$ cat config.mk
export PLATFORM = sky130hd
export DESIGN_NAME = psram_port_arbiter_flat
export DESIGN_NICKNAME = d
export VERILOG_FILES = /design/src/rtl/psram_port_arbiter_pkg.sv /design/src/rtl/psram_port_arbiter_if.sv /design/src/rtl/psram_rr_pick.sv /design/src/rtl/psram_port_arbiter.sv /design/src/flat_wrapper.sv
export SDC_FILE = /design/constraint.sdc
export NUM_CORES = 1
export LEC_CHECK = 0
export CAP_MARGIN = 20
export CORE_ASPECT_RATIO = 2
export CORE_UTILIZATION = 43
export DETAILED_ROUTE_END_ITERATION = 10
export DONT_BUFFER_PORTS = 1
export SLEW_MARGIN = 20
export SYNTH_ARGS = -nofsm -noshare
export SYNTH_HDL_FRONTEND = slang
export SYNTH_SLANG_ARGS = --single-unit
$ cat constraint.sdc
create_clock -name clk_i -period 2.1 [get_ports clk_i]
set_input_delay 0.315 -clock clk_i [delete_from_list [all_inputs] [get_ports clk_i]]
set_output_delay 0.315 -clock clk_i [all_outputs]
set_load 0.02 [all_outputs]
$ cat src/rtl/psram_port_arbiter_pkg.sv
// Shared constants for the PSRAM port arbiter: FSM encodings and defaults.
package psram_port_arbiter_pkg;

    localparam int ADDR_W_DEF  = 16;
    localparam int TIMEOUT_DEF = 128;

    localparam logic [1:0] ST_IDLE    = 2'd0;
    localparam logic [1:0] ST_ISSUE   = 2'd1;
    localparam logic [1:0] ST_WAIT    = 2'd2;
    localparam logic [1:0] ST_RELEASE = 2'd3;

endpackage

$ cat src/rtl/psram_port_arbiter_if.sv
// Requester-side and burst-controller-side signals of the PSRAM port arbiter.
interface psram_port_arbiter_if
    import psram_port_arbiter_pkg::*;
#(
    parameter int ADDRESS_WIDTH = ADDR_W_DEF,
    parameter int NUM_PORTS     = 4,
    parameter int PORT_BITS     = 2
);
    logic [NUM_PORTS-1:0]               req_i;
    logic [NUM_PORTS-1:0]               we_i;
    logic [NUM_PORTS*ADDRESS_WIDTH-1:0] adr_i;
    logic [NUM_PORTS-1:0]               gnt_o;
    logic [NUM_PORTS-1:0]               done_o;
    logic [NUM_PORTS-1:0]               err_o;
    logic [PORT_BITS-1:0]               active_port_o;
    logic                               mem_start_o;
    logic                               mem_we_o;
    logic [ADDRESS_WIDTH-1:0]           mem_adr_o;
    logic                               mem_done_i;

    // Requesters plus burst controller, seen from outside the arbiter
    modport master (
        output req_i, we_i, adr_i, mem_done_i,
        input  gnt_o, done_o, err_o, active_port_o, mem_start_o, mem_we_o, mem_adr_o
    );

    // The arbiter itself
    modport slave (
        input  req_i, we_i, adr_i, mem_done_i,
        output gnt_o, done_o, err_o, active_port_o, mem_start_o, mem_we_o, mem_adr_o
    );
endinterface

$ cat src/rtl/psram_rr_pick.sv
// Combinational round-robin picker: first requesting port after last, with wrap.
module psram_rr_pick #(
    parameter int NUM_PORTS = 4,
    parameter int PORT_BITS = 2
) (
    input  logic [NUM_PORTS-1:0] req_i,
    input  logic [PORT_BITS-1:0] last_i,
    output logic [PORT_BITS-1:0] win_o,
    output logic                 valid_o
);
    logic [PORT_BITS-1:0] idx;

    // Scan farthest-first so the nearest port after last_i overwrites the rest
    always_comb begin
        win_o   = '0;
        valid_o = 1'b0;
        idx     = '0;
        for (int i = NUM_PORTS; i >= 1; i--) begin
            idx = PORT_BITS'((int'(last_i) + i) % NUM_PORTS);
            if (req_i[idx]) begin
                win_o   = idx;
                valid_o = 1'b1;
            end
        end
    end
endmodule

$ cat src/rtl/psram_port_arbiter.sv
// Round-robin arbiter sharing one PSRAM burst controller between requesters.
// One burst at a time: grant, one-cycle start, wait for done or watchdog,
// then a release cycle so the controller idles before the next start.
module psram_port_arbiter
    import psram_port_arbiter_pkg::*;
#(
    parameter int ADDRESS_WIDTH  = ADDR_W_DEF,
    parameter int NUM_PORTS      = 4,
    parameter int PORT_BITS      = 2,
    parameter int TIMEOUT_CYCLES = TIMEOUT_DEF
) (
    input  logic                 clk_i,
    input  logic                 rst_i,
    psram_port_arbiter_if.slave  bus
);
    localparam int TW = $clog2(TIMEOUT_CYCLES + 1);

    logic [1:0]               state_q, state_d;
    logic [NUM_PORTS-1:0]     gnt_q, gnt_d;
    logic [PORT_BITS-1:0]     port_q, port_d;
    logic [PORT_BITS-1:0]     last_q, last_d;
    logic                     we_q, we_d;
    logic [ADDRESS_WIDTH-1:0] adr_q, adr_d;
    logic [TW-1:0]            tmr_q, tmr_d;
    logic [PORT_BITS-1:0]     pick;
    logic                     pick_vld;
    logic                     in_wait;
    logic                     timeout;

    psram_rr_pick #(.NUM_PORTS(NUM_PORTS), .PORT_BITS(PORT_BITS)) u_pick (
        .req_i   (bus.req_i),
        .last_i  (last_q),
        .win_o   (pick),
        .valid_o (pick_vld)
    );

    assign in_wait = (state_q == ST_WAIT);
    assign timeout = (tmr_q == TW'(TIMEOUT_CYCLES - 1));

    // Next-state logic; address/write flag are latched only at grant
    always_comb begin
        state_d = state_q;
        gnt_d   = gnt_q;
        port_d  = port_q;
        last_d  = last_q;
        we_d    = we_q;
        adr_d   = adr_q;
        tmr_d   = tmr_q;
        case (state_q)
            ST_IDLE: begin
                if (pick_vld) begin
                    port_d  = pick;
                    adr_d   = bus.adr_i[pick*ADDRESS_WIDTH +: ADDRESS_WIDTH];
                    we_d    = bus.we_i[pick];
                    gnt_d   = NUM_PORTS'(1) << pick;
                    state_d = ST_ISSUE;
                end
            end
            ST_ISSUE: begin
                tmr_d   = '0;
                state_d = ST_WAIT;
            end
            ST_WAIT: begin
                tmr_d = tmr_q + 1'b1;
                if (bus.mem_done_i || timeout) begin
                    gnt_d   = '0;
                    state_d = ST_RELEASE;
                end
            end
            default: begin
                last_d  = port_q;
                state_d = ST_IDLE;
            end
        endcase
    end

    // State registers with synchronous reset; port 0 wins first after reset
    always_ff @(posedge clk_i) begin
        if (rst_i) begin
            state_q <= ST_IDLE;
            gnt_q   <= '0;
            port_q  <= '0;
            last_q  <= PORT_BITS'(NUM_PORTS - 1);
            we_q    <= 1'b0;
            adr_q   <= '0;
            tmr_q   <= '0;
        end else begin
            state_q <= state_d;
            gnt_q   <= gnt_d;
            port_q  <= port_d;
            last_q  <= last_d;
            we_q    <= we_d;
            adr_q   <= adr_d;
            tmr_q   <= tmr_d;
        end
    end

    // Done beats a coincident timeout; both pulses only exist in WAIT
    assign bus.done_o        = (in_wait && bus.mem_done_i) ? gnt_q : '0;
    assign bus.err_o         = (in_wait && !bus.mem_done_i && timeout) ? gnt_q : '0;
    assign bus.gnt_o         = gnt_q;
    assign bus.active_port_o = port_q;
    assign bus.mem_start_o   = (state_q == ST_ISSUE);
    assign bus.mem_we_o      = we_q;
    assign bus.mem_adr_o     = adr_q;
endmodule

$ cat src/flat_wrapper.sv
// flat-port wrapper written by rule: the top's interface ports become plain ports
module psram_port_arbiter_flat import psram_port_arbiter_pkg::*;
#(
    parameter int ADDRESS_WIDTH  = ADDR_W_DEF,
    parameter int NUM_PORTS      = 4,
    parameter int PORT_BITS      = 2,
    parameter int TIMEOUT_CYCLES = TIMEOUT_DEF
)
  (clk_i, rst_i, bus_req_i, bus_we_i, bus_adr_i, bus_mem_done_i, bus_gnt_o, bus_done_o, bus_err_o, bus_active_port_o, bus_mem_start_o, bus_mem_we_o, bus_mem_adr_o);
  psram_port_arbiter_if #(.ADDRESS_WIDTH(ADDRESS_WIDTH), .NUM_PORTS(NUM_PORTS), .PORT_BITS(PORT_BITS)) bus_i ();
  input  logic clk_i;
  input  logic rst_i;
  input wire logic [$bits(bus_i.req_i)-1:0] bus_req_i;
  input wire logic [$bits(bus_i.we_i)-1:0] bus_we_i;
  input wire logic [$bits(bus_i.adr_i)-1:0] bus_adr_i;
  input wire logic [$bits(bus_i.mem_done_i)-1:0] bus_mem_done_i;
  output wire logic [$bits(bus_i.gnt_o)-1:0] bus_gnt_o;
  output wire logic [$bits(bus_i.done_o)-1:0] bus_done_o;
  output wire logic [$bits(bus_i.err_o)-1:0] bus_err_o;
  output wire logic [$bits(bus_i.active_port_o)-1:0] bus_active_port_o;
  output wire logic [$bits(bus_i.mem_start_o)-1:0] bus_mem_start_o;
  output wire logic [$bits(bus_i.mem_we_o)-1:0] bus_mem_we_o;
  output wire logic [$bits(bus_i.mem_adr_o)-1:0] bus_mem_adr_o;
  assign bus_i.req_i = bus_req_i;
  assign bus_i.we_i = bus_we_i;
  assign bus_i.adr_i = bus_adr_i;
  assign bus_i.mem_done_i = bus_mem_done_i;
  assign bus_gnt_o = bus_i.gnt_o;
  assign bus_done_o = bus_i.done_o;
  assign bus_err_o = bus_i.err_o;
  assign bus_active_port_o = bus_i.active_port_o;
  assign bus_mem_start_o = bus_i.mem_start_o;
  assign bus_mem_we_o = bus_i.mem_we_o;
  assign bus_mem_adr_o = bus_i.mem_adr_o;
  psram_port_arbiter #(.ADDRESS_WIDTH(ADDRESS_WIDTH), .NUM_PORTS(NUM_PORTS), .PORT_BITS(PORT_BITS), .TIMEOUT_CYCLES(TIMEOUT_CYCLES)) u_core (.clk_i(clk_i), .rst_i(rst_i), .bus(bus_i));
endmodule
==> metrics.yaml <==
run_status: "completed"
min_path_type: "in2reg"
via_per_inst: 6.15
drc_errors: 0
start_kind: "flip-flop"
switchingPower_w: 0.00135
io-pin-count: 107
fill_cells: 459
grt_first_pass_wirelength_microns: 7400
wl_per_cell_microns: 18.1
cts_buffer_depth: 2
max-vdd-ir-drop_v: 0.000957
power_density_mw_per_mm2: 1410
comb_power_share_pct: 39.7
diodes: 0
ys_seq_area_share_pct: 34.5
p_leak_nw: 0.963
dieArea_sq_mm: 0.00502
slew_headroom_pct: 60.1
finalSetupViolations: 0
layout_commonest_cell: "mux2i_1"
rsz0062_at_grt: "no"
criticalPathCategory: "reg2out"
tightest_slew_ns: 0.599
ff2ff_path_depth: 7
cp-startpoint: "u_core.tmr_q[0]$_SDFFE_PP0P_"
dieHeight_microns: 99.2
mostFrequentLayoutCells: "mux2i_1, dfxtp_1, o21ai_0"
synth_edf_count: 0
cp-end-kind: "output port"
htreeDepth: 2
cts_num_sinks: 35
row_count: 35
drtIter0Drc: 23
intPower_w: 0.00179
synth_top_cell_area_share_pct: 34.5
finalHoldViolCount: 0
async_reset_ff_share_pct: 0
reg2reg_to: "u_core.bus.gnt_o[1]$_SDFFE_PP0P_"
drt-total-wl_microns: 4880
dp_hpwl_microns: 3610
antenna_found_initial: 0
cp-endpoint: "bus_err_o[0]"
critPathArrivalTime_ns: 1.71
clkLatencyLatePin_ns: 0.29
drive_gt1_share_pct: 17.7
cp_max_fo: 4
wl_met2_microns: 2570
fin_area_sq_mm: 0.00223
place.port_buffers: 0
synth.area.top_cells: "dfxtp_1, mux2i_1, a221oi_2"
highest_layer: "met4"
numCtsBuffers: 5
post-place-ws_ns: -0.0861
r2r_start: "u_core.tmr_q[0]$_SDFFE_PP0P_"
met1Wirelength_microns: 1740
clk_root_buffer_cell: "clkbuf_8"
grt_start_max_net_pins: 38
gp_congestion: 0.812
max_freq_mhz: 494
fin_nets: 294
firstDrtPassIters: 4
overflow: 0
cts_tree: "done"
finalClockSkew_ns: 0.00694
track_usage_pct: 19.7
antenna_left: 0
clkSlewWorstSetupHoldPaths_ns: 0.07
yosys.area.top_type: "dfxtp_1"
synth_warnings: 0
syn_area_sq_mm: 0.00203
area_delta_synth_final_pct: 9.72
syn_inst: 212
syn_area_per_cell_sq_um: 9.59
slew_viol_final: 0
fin_ws_ns: 0.0743
dr_wl_met3_microns: 311
ys_ff_latch: 35
seq_power_share_pct: 40.5
post-route-period-util_pct: 96.5
grt_pass1_vias: 1621
syn-num-nets: 292
die_w_microns: 50.6
period_needed_ns: 2.03
swShare_pct: 43.0
critical_path_required_ns: 1.78
cap_violations: 0
vias: 1661
ys_dominant_reg_cell: "dfxtp_1"
synth.distinct_cells: 38
power_frac_clock_pct: 19.8
r2r_setup_slack_ns: 0.20
holdWs_ns: 0.0905
initial_utilization_pct: 44.6
core_sq_mm: 0.00455
post_dp_cell_area_sq_mm: 0.00205
power by group through the flow:
stage	registers (W)	logic, W	clock network [W]
3_3_place_gp	0.00128	0.00118	0
2_1_floorplan	0.00123	0.000979	0
4_1_cts	0.00127	0.00123	0.000645
3_5_place_dp	0.00129	0.00120	0
6_report	0.00127	0.00125	0.000623
5_1_grt	0.00130	0.00137	0.000681
cell type report:
class | instances | area (sq um) | area share (%)
inverters | 5 | 18.8 | 0.841
clock buffers | 6 | 82.6 | 3.70
flip-flops and latches | 35 | 701 | 31.4
repair buffers | 8 | 60.1 | 2.69
clock inverters | 2 | 35.0 | 1.57
multi-input cells | 159 | 1260 | 56.7
well taps | 55 | 68.8 | 3.08
through the flow:
stage / util (%) / power (W) / setup TNS [ns] / instances
after floorplan: - / 0.00221 / 0 / 212
after detailed placement: 45.1 / 0.00248 / -0.320 / 260
after CTS: 48.4 / 0.00315 / 0 / 268
after global placement: 45.1 / 0.00247 / -0.317 / 260
after global routing: 49.0 / 0.00336 / 0 / 270
final: 49.0 / 0.00315 / 0 / 270
flip-flops by register name, indices dropped and copies added, names as in the netlist:
| name | count |
|---|---|
| u_core.bus.mem_adr_o | 16 |
| u_core.tmr_q | 8 |
| u_core.bus.gnt_o | 4 |
| u_core.bus.active_port_o | 2 |
| u_core.last_q | 2 |
| u_core.state_q | 2 |
| u_core.bus.mem_we_o | 1 |
cell families (layout without fill, tap and decap cells):
logic type | Yosys count | count (layout) | share of synthesized area (%)
fa+ha+maj | 5 | 5 | 3.08
xor+xnor | 5 | 5 | 2.15
flops | 35 | 35 | 34.5
buf+inv | 18 | 21 | 5.66
compound gates | 54 | 54 | 21.0
simple gates | 59 | 59 | 15.9
mux | 36 | 36 | 17.7
worst min-delay path by stage:
stage / cells after the start / to / from / slack (ns)
after floorplan: 2 / u_core.tmr_q[7]$_SDFFE_PP0P_ / u_core.tmr_q[7]$_SDFFE_PP0P_ / 0.45
after global placement: 1 / u_core.state_q[1]$_SDFFE_PP0P_ / rst_i / 0.39
after detailed placement: 1 / u_core.bus.gnt_o[0]$_SDFFE_PP0P_ / rst_i / 0.39
after CTS: 1 / u_core.bus.gnt_o[2]$_SDFFE_PP0P_ / rst_i / 0.08
after global routing: 1 / u_core.state_q[1]$_SDFFE_PP0P_ / rst_i / 0.08
final: 1 / u_core.bus.gnt_o[2]$_SDFFE_PP0P_ / rst_i / 0.09
per-layer routing:
metal | GRT usage, % | up-vias
li1 | - | 793
met1 | 19.1 | 771
met2 | 34.5 | 79
met3 | 5.20 | 18
met4 | 14.3 | 0
met5 | 0 | -
critical path: stages, from the launching register on:
cell and delay (ns):
dfxtp_1 0.37, ha_1 0.22, nand3b_1 0.18, nor4_4 0.28
buf_4 0.17, and2_2 0.19
repair_timing:
action                     in CTS  in global routing
pin swaps                       1                  1
setup endpoints to repair       4                 22
gates resized for setup         9                  5
hold buffers                    0                  0
setup buffers                   0                  2
cell usage after synthesis (all sizes together), types with 2 or more instances:
master  instances
a21oi           7
nor2           11
clkbuf          5
nor4            2
and3            6
inv             5
o21bai          5
or3             4
o21ai          19
or4             2
ha              5
mux2i          36
nand3           2
nand4           4
and2            5
buf             8
nand2          12
nor2b           8
dfxtp          35
xor2            4
a221oi         17
Note: power is estimated with default switching activity, not from simulation.
